$ cat config.mk
export PLATFORM = sky130hd
export DESIGN_NAME = uart_fifo_sched
export DESIGN_NICKNAME = d
export VERILOG_FILES = /design/src/rtl/uart_fifo_sched.sv
export SDC_FILE = /design/constraint.sdc
export NUM_CORES = 1
export LEC_CHECK = 0
export CAP_MARGIN = 5
export CORE_ASPECT_RATIO = 1.25
export CORE_MARGIN = 5
export CORE_UTILIZATION = 45
export DETAILED_ROUTE_END_ITERATION = 12
export DONT_BUFFER_PORTS = 1
export GPL_TIMING_DRIVEN = 1
export PLACE_DENSITY = 0.63
export REMOVE_ABC_BUFFERS = 1
export SLEW_MARGIN = 15
export SYNTH_ARGS = -nofsm -noshare
export SYNTH_HDL_FRONTEND = slang
export SYNTH_SLANG_ARGS = --single-unit
$ cat constraint.sdc
create_clock -name clk -period 3 [get_ports clk]
set_input_delay 0.6 -clock clk [delete_from_list [all_inputs] [get_ports clk]]
set_output_delay 0.6 -clock clk [all_outputs]
set_load 0.01 [all_outputs]
$ cat src/rtl/uart_fifo_sched.sv
// uart_fifo_sched: owns both ports of the UART byte FIFO.
// Write side arbitrates 3-byte mouse packets against single command bytes,
// admitting a source only when its whole payload fits. Read side drains one
// byte at a time into the UART transmitter under a start/done handshake.
module uart_fifo_sched #(
  parameter int DEPTH = 16,
  parameter int LW    = 5
) (
  input  logic          clk,
  input  logic          reset,
  input  logic          pkt_valid,
  input  logic [23:0]   pkt_data,
  output logic          pkt_ready,
  input  logic          byte_valid,
  input  logic [7:0]    byte_data,
  output logic          byte_ready,
  output logic          fifo_write,
  output logic [7:0]    fifo_data_in,
  input  logic          fifo_full,
  output logic          fifo_read,
  input  logic [7:0]    fifo_data_out,
  input  logic          fifo_empty,
  input  logic          tx_enable,
  output logic          tx_start,
  output logic [7:0]    tx_data,
  input  logic          tx_done,
  output logic [LW-1:0] level,
  output logic          err
);

  typedef enum logic [2:0] {W_IDLE, W_B0, W_B1, W_B2, W_BYTE} w_state_e;
  typedef enum logic [1:0] {R_IDLE, R_LOAD, R_START, R_WAIT} r_state_e;

  // Highest pre-grant level at which each source's payload still fits.
  localparam logic [LW-1:0] PKT_MAX  = LW'(DEPTH - 3);
  localparam logic [LW-1:0] BYTE_MAX = LW'(DEPTH - 1);

  w_state_e      w_state_q, w_state_d;
  r_state_e      r_state_q, r_state_d;
  logic          last_pkt_q, last_pkt_d;   // 1: packet source won the last grant
  logic [23:0]   wdata_q, wdata_d;         // latched packet, or byte in [7:0]
  logic [7:0]    tx_data_q, tx_data_d;
  logic [LW-1:0] level_q, level_d;
  logic          err_q, err_d;
  logic          pkt_elig, byte_elig;

  // Write FSM: arbitration in idle, then replay the latched payload.
  always_comb begin
    w_state_d    = w_state_q;
    last_pkt_d   = last_pkt_q;
    wdata_d      = wdata_q;
    pkt_ready    = 1'b0;
    byte_ready   = 1'b0;
    fifo_write   = 1'b0;
    fifo_data_in = 8'h00;
    // Readies are forced low while reset is held so every output reads 0.
    pkt_elig     = reset && pkt_valid  && (level_q <= PKT_MAX);
    byte_elig    = reset && byte_valid && (level_q <= BYTE_MAX);
    case (w_state_q)
      W_IDLE: begin
        // On a tie the packet wins unless it won last time.
        if (pkt_elig && (!byte_elig || !last_pkt_q)) begin
          pkt_ready  = 1'b1;
          wdata_d    = pkt_data;
          last_pkt_d = 1'b1;
          w_state_d  = W_B0;
        end else if (byte_elig) begin
          byte_ready = 1'b1;
          wdata_d    = {16'h0000, byte_data};
          last_pkt_d = 1'b0;
          w_state_d  = W_BYTE;
        end
      end
      W_B0: begin
        fifo_write   = 1'b1;
        fifo_data_in = wdata_q[7:0];
        w_state_d    = W_B1;
      end
      W_B1: begin
        fifo_write   = 1'b1;
        fifo_data_in = wdata_q[15:8];
        w_state_d    = W_B2;
      end
      W_B2: begin
        fifo_write   = 1'b1;
        fifo_data_in = wdata_q[23:16];
        w_state_d    = W_IDLE;
      end
      W_BYTE: begin
        fifo_write   = 1'b1;
        fifo_data_in = wdata_q[7:0];
        w_state_d    = W_IDLE;
      end
      default: w_state_d = W_IDLE;
    endcase
  end

  // Read FSM: pop, capture the FIFO output a cycle later, pulse start, wait done.
  always_comb begin
    r_state_d = r_state_q;
    tx_data_d = tx_data_q;
    fifo_read = 1'b0;
    tx_start  = 1'b0;
    case (r_state_q)
      R_IDLE: begin
        if ((level_q != '0) && tx_enable) begin
          fifo_read = 1'b1;
          r_state_d = R_LOAD;
        end
      end
      R_LOAD: begin
        tx_data_d = fifo_data_out;
        r_state_d = R_START;
      end
      R_START: begin
        tx_start  = 1'b1;
        r_state_d = R_WAIT;
      end
      R_WAIT: begin
        if (tx_done) r_state_d = R_IDLE;
      end
      default: r_state_d = R_IDLE;
    endcase
  end

  // Occupancy tracking and sticky protocol-error flag.
  always_comb begin
    level_d = level_q;
    case ({fifo_write, fifo_read})
      2'b10:   level_d = level_q + LW'(1);
      2'b01:   level_d = level_q - LW'(1);
      default: level_d = level_q;
    endcase
    err_d = err_q | (fifo_write & fifo_full) | (fifo_read & fifo_empty);
  end

  // State registers; last grant resets to the byte source so packets win first.
  always_ff @(posedge clk or negedge reset) begin
    if (!reset) begin
      w_state_q  <= W_IDLE;
      r_state_q  <= R_IDLE;
      last_pkt_q <= 1'b0;
      wdata_q    <= '0;
      tx_data_q  <= '0;
      level_q    <= '0;
      err_q      <= 1'b0;
    end else begin
      w_state_q  <= w_state_d;
      r_state_q  <= r_state_d;
      last_pkt_q <= last_pkt_d;
      wdata_q    <= wdata_d;
      tx_data_q  <= tx_data_d;
      level_q    <= level_d;
      err_q      <= err_d;
    end
  end

  assign tx_data = tx_data_q;
  assign level   = level_q;
  assign err     = err_q;

endmodule

==> summary.txt <==
Clock tree
  • Clock latency on the worst-skew pair: 0.30 ns
  • Root Driver: clkbuf_8
  • Clock-pin slew on the worst setup and hold paths: about 0.080 ns
  • Hold Buf Count CTS: 1
  • Clk sinks: between 40 and 50
  • Clock Path Buffers: 2
  • Cts repair resizes: 0
  • H-Tree Depth: 2
  • CTS buffer count: 5
  • CTS tree: done
  • Post-CTS Setup Bufs: 0

Floorplan
  • Core area: a little over 5000 sq um
  • Die height: approximately 90 um
  • IO Count: 75
  • Total die area: about 6700 sq um
  • Initial Util: 45.8%
  • Num rows: 29
  • Die extent in x: 74.1 um

Cells and area
  • Share of layout cells above drive strength 1: 16.3%
  • Diode count: 0
  • Fillers: around 470
  • Register area: around 1100 sq um
  • Area Overhead vs Synth: 8.73%
  • Area of the multi-input gates: ~1100 sq um
  • Total Nets Final: around 270

Synthesis
  • Ranking of synthesized cells by area: dfrtp_1 (48%), mux2i_1 (7.4%), a22o_1 (6.1%), ha_1 (4.9%), mux2_2 (4.4%)
  • Number of library cell types mapped by synthesis: 42
  • Post-synthesis cell count: 213
  • Post-synthesis sequential element count: 44
  • Post-synth EDFFs: 0
  • Post-synthesis sequential area ratio: roughly 48%
  • Avg Cell Area, Syn: 10.8 sq um
  • Post-synth top flop: dfrtp_1
  • Post-Syn Area: about 2300 sq um
  • Synth warn: 0
  • Post-synth top area cell: dfrtp_1
  • Top cell type's share of synthesized area: 47.7%
  • Async SR Flop Fraction: 100%

GRT
  • Vias in the first global route: between 1.5k and 2k
  • Largest net degree at the start of global routing: 45
  • Met1 GRT Util: 20.3%
  • Initial antenna violation count: 0
  • GRT Resource Usage Total: between 15 and 20%
  • Gr ovfl total: 0
  • Grt peak-use layer: met2
  • GR Util met2: 26.3%
  • GR Layer Usage met3: under 10%
  • First-pass GRT wire length: between 8000 and 9000 um

Timing
  • Slew headroom: approximately three fifths
  • Final setup viols: 0
  • Fin. Hold Viols: 0
  • Max Clock Freq: around 370 MHz
  • Crit share post-route: between 90% and 100%
  • Max-slew violations: 0
  • Fin Setup TNS: 0 ns
  • Worst-margin pin slew: roughly 0.57 ns
  • Fin crit period: about 2.7 ns
  • Clock skew: slightly below 0.008 ns
  • RSZ-0062 raised after global routing: no

Flow run
  • Max-cap violations: 0

Power and ir drop
  • Total power: 2.72 mW
  • Power Density: 1080 nW/um^2
  • VDD IR-drop max: about 560 uV
  • Leakage power: between 1 and 1.5 nW

Routing
  • Detail Route Antenna Nets: 0
  • Final WL: between 5000 and 6000 um
  • Initial DRC count: 90
  • DR vias/cell: around 5.7
  • Via Count: about 1.6k
  • Routed length per placed instance: between 15 and 20 um
  • DRC Markers: 0
  • Initial DRT Pass Iterations: 4

Critical path
  • Setup CP Type: reg2reg
  • Worst reg2reg startpoint: level[4]$_DFFE_PN0P_
  • CP max stage cell: or4_4
  • Worst Reg2Reg Path Length in Cells: 10
  • Crit path required time: around 3.2 ns
  • Worst path cell trace: or4_4 > o21ai_2 > nor2_1 > ha_1 > xor2_1 > ha_1 > or2_2 > a31oi_1 > o31ai_1 > xor2_1
  • Critical Path AT: between 2 and 3 ns
  • Reg2reg end: level[4]$_DFFE_PN0P_
  • WP buf/inv: 0
  • CP endpoint kind: flop
  • CP Launch Type: flop
  • R2R setup slack: 0.28 ns
  • CP max FO: 4
  • Cell family with most CP delay: simple AND/OR/NAND/NOR gates
  • Crit-path max cell delay: around 0.56 ns

Min path
  • Hold crit path type: in2async

Placement
  • Post-DP HPWL: around 3600 um
  • IO Port Bufs: 0
  • Gpl congestion: between 0.8 and 0.9

Run status
  • Outcome: complete, no violations
report_power, final:
part,switching [mW],internal [mW]
Combinational,0.627,0.539
Clock,0.197,0.247
Sequential,0.244,0.863
Total,1.07,1.65
per-layer routing:
layer | part of all wire [%] | up-vias
met5 | 0 | -
met4 | 1.5 | 0
met3 | 8.6 | 5
met2 | 48 | 53
met1 | 42 | 768
li1 | - | 758
cells in the final DEF (no fill, tap or decap), types with 3 or more instances in the layout:
cell      instances
a21oi_1           9
a22o_1           16
buf_4             8
clkbuf_8          5
dfrtp_1          44
ha_1              9
inv_1             5
mux2_2            9
mux2i_1          17
nand2_1          20
nor2_1           14
nor2b_1           3
o21ai_0          16
xnor2_1           4
area by class of cell:
class | count | area share, %
clock inverter | 2 | 1.40
sequential | 44 | 43.9
clock buffer | 6 | 2.89
inverter | 6 | 0.897
multi-input combinational | 148 | 44.4
timing repair buffer | 9 | 3.49
tap | 62 | 3.09
metrics by stage:
stage | std cells | utilization (%) | area [sq um] | hold WS [ns] | setup WS (ns)
floorplan | 198 | - | 2230 | 0.304 | 0.273
global placement | 268 | 47.1 | 2370 | 0.306 | 0.306
detailed placement | 268 | 47.1 | 2370 | 0.306 | 0.283
CTS | 277 | 49.8 | 2510 | 0.137 | 0.269
global route | 277 | 49.8 | 2510 | 0.135 | 0.108
finish | 277 | 49.8 | 2510 | 0.139 | 0.282
cell usage after synthesis, types with 2 or more instances:
| cell type | number |
|---|---|
| buf_6 | 2 |
| and4_1 | 2 |
| ha_1 | 9 |
| mux2i_1 | 17 |
| mux2_2 | 9 |
| nand2_1 | 20 |
| buf_2 | 5 |
| a22o_1 | 16 |
| a21oi_1 | 9 |
| xnor2_1 | 4 |
| inv_1 | 5 |
| o21ai_0 | 16 |
| nor2_1 | 14 |
| dfrtp_1 | 44 |
| clkbuf_1 | 8 |
| o31ai_1 | 2 |
| xor2_1 | 2 |
| nand3b_1 | 2 |
| o21a_1 | 2 |
| nor2b_1 | 3 |
sequential cells by signal (all words and copies together) (netlist names):
register / cells
tx_data: 8
r_state_q: 2
level: 5
err: 1
last_pkt_q: 1
wdata_q: 24
w_state_q: 3
how the worst max path moves through the flow:
stage	to	slack, ns	depth (start not counted)	startpoint
floorplan	level[4]$_DFFE_PN0P_	0.27	10	level[1]$_DFFE_PN0P_
global placement	level[4]$_DFFE_PN0P_	0.31	10	level[4]$_DFFE_PN0P_
detailed placement	level[4]$_DFFE_PN0P_	0.28	10	level[4]$_DFFE_PN0P_
CTS	level[4]$_DFFE_PN0P_	0.27	10	level[4]$_DFFE_PN0P_
global route	level[4]$_DFFE_PN0P_	0.11	10	level[4]$_DFFE_PN0P_
finish	level[4]$_DFFE_PN0P_	0.28	10	level[4]$_DFFE_PN0P_
cell families (layout without fill, tap and decap cells):
kind of cell | count (synthesis) | after routing | share of synthesized area, %
simple gates | 51 | 51 | 12.0
compound gates | 55 | 55 | 16.4
xor+xnor | 6 | 6 | 2.28
fa+ha+maj | 9 | 9 | 4.88
mux | 27 | 27 | 12.4
buf+inv | 21 | 23 | 4.34
flops | 44 | 44 | 47.7
Note: power is estimated with default switching activity, not from simulation.
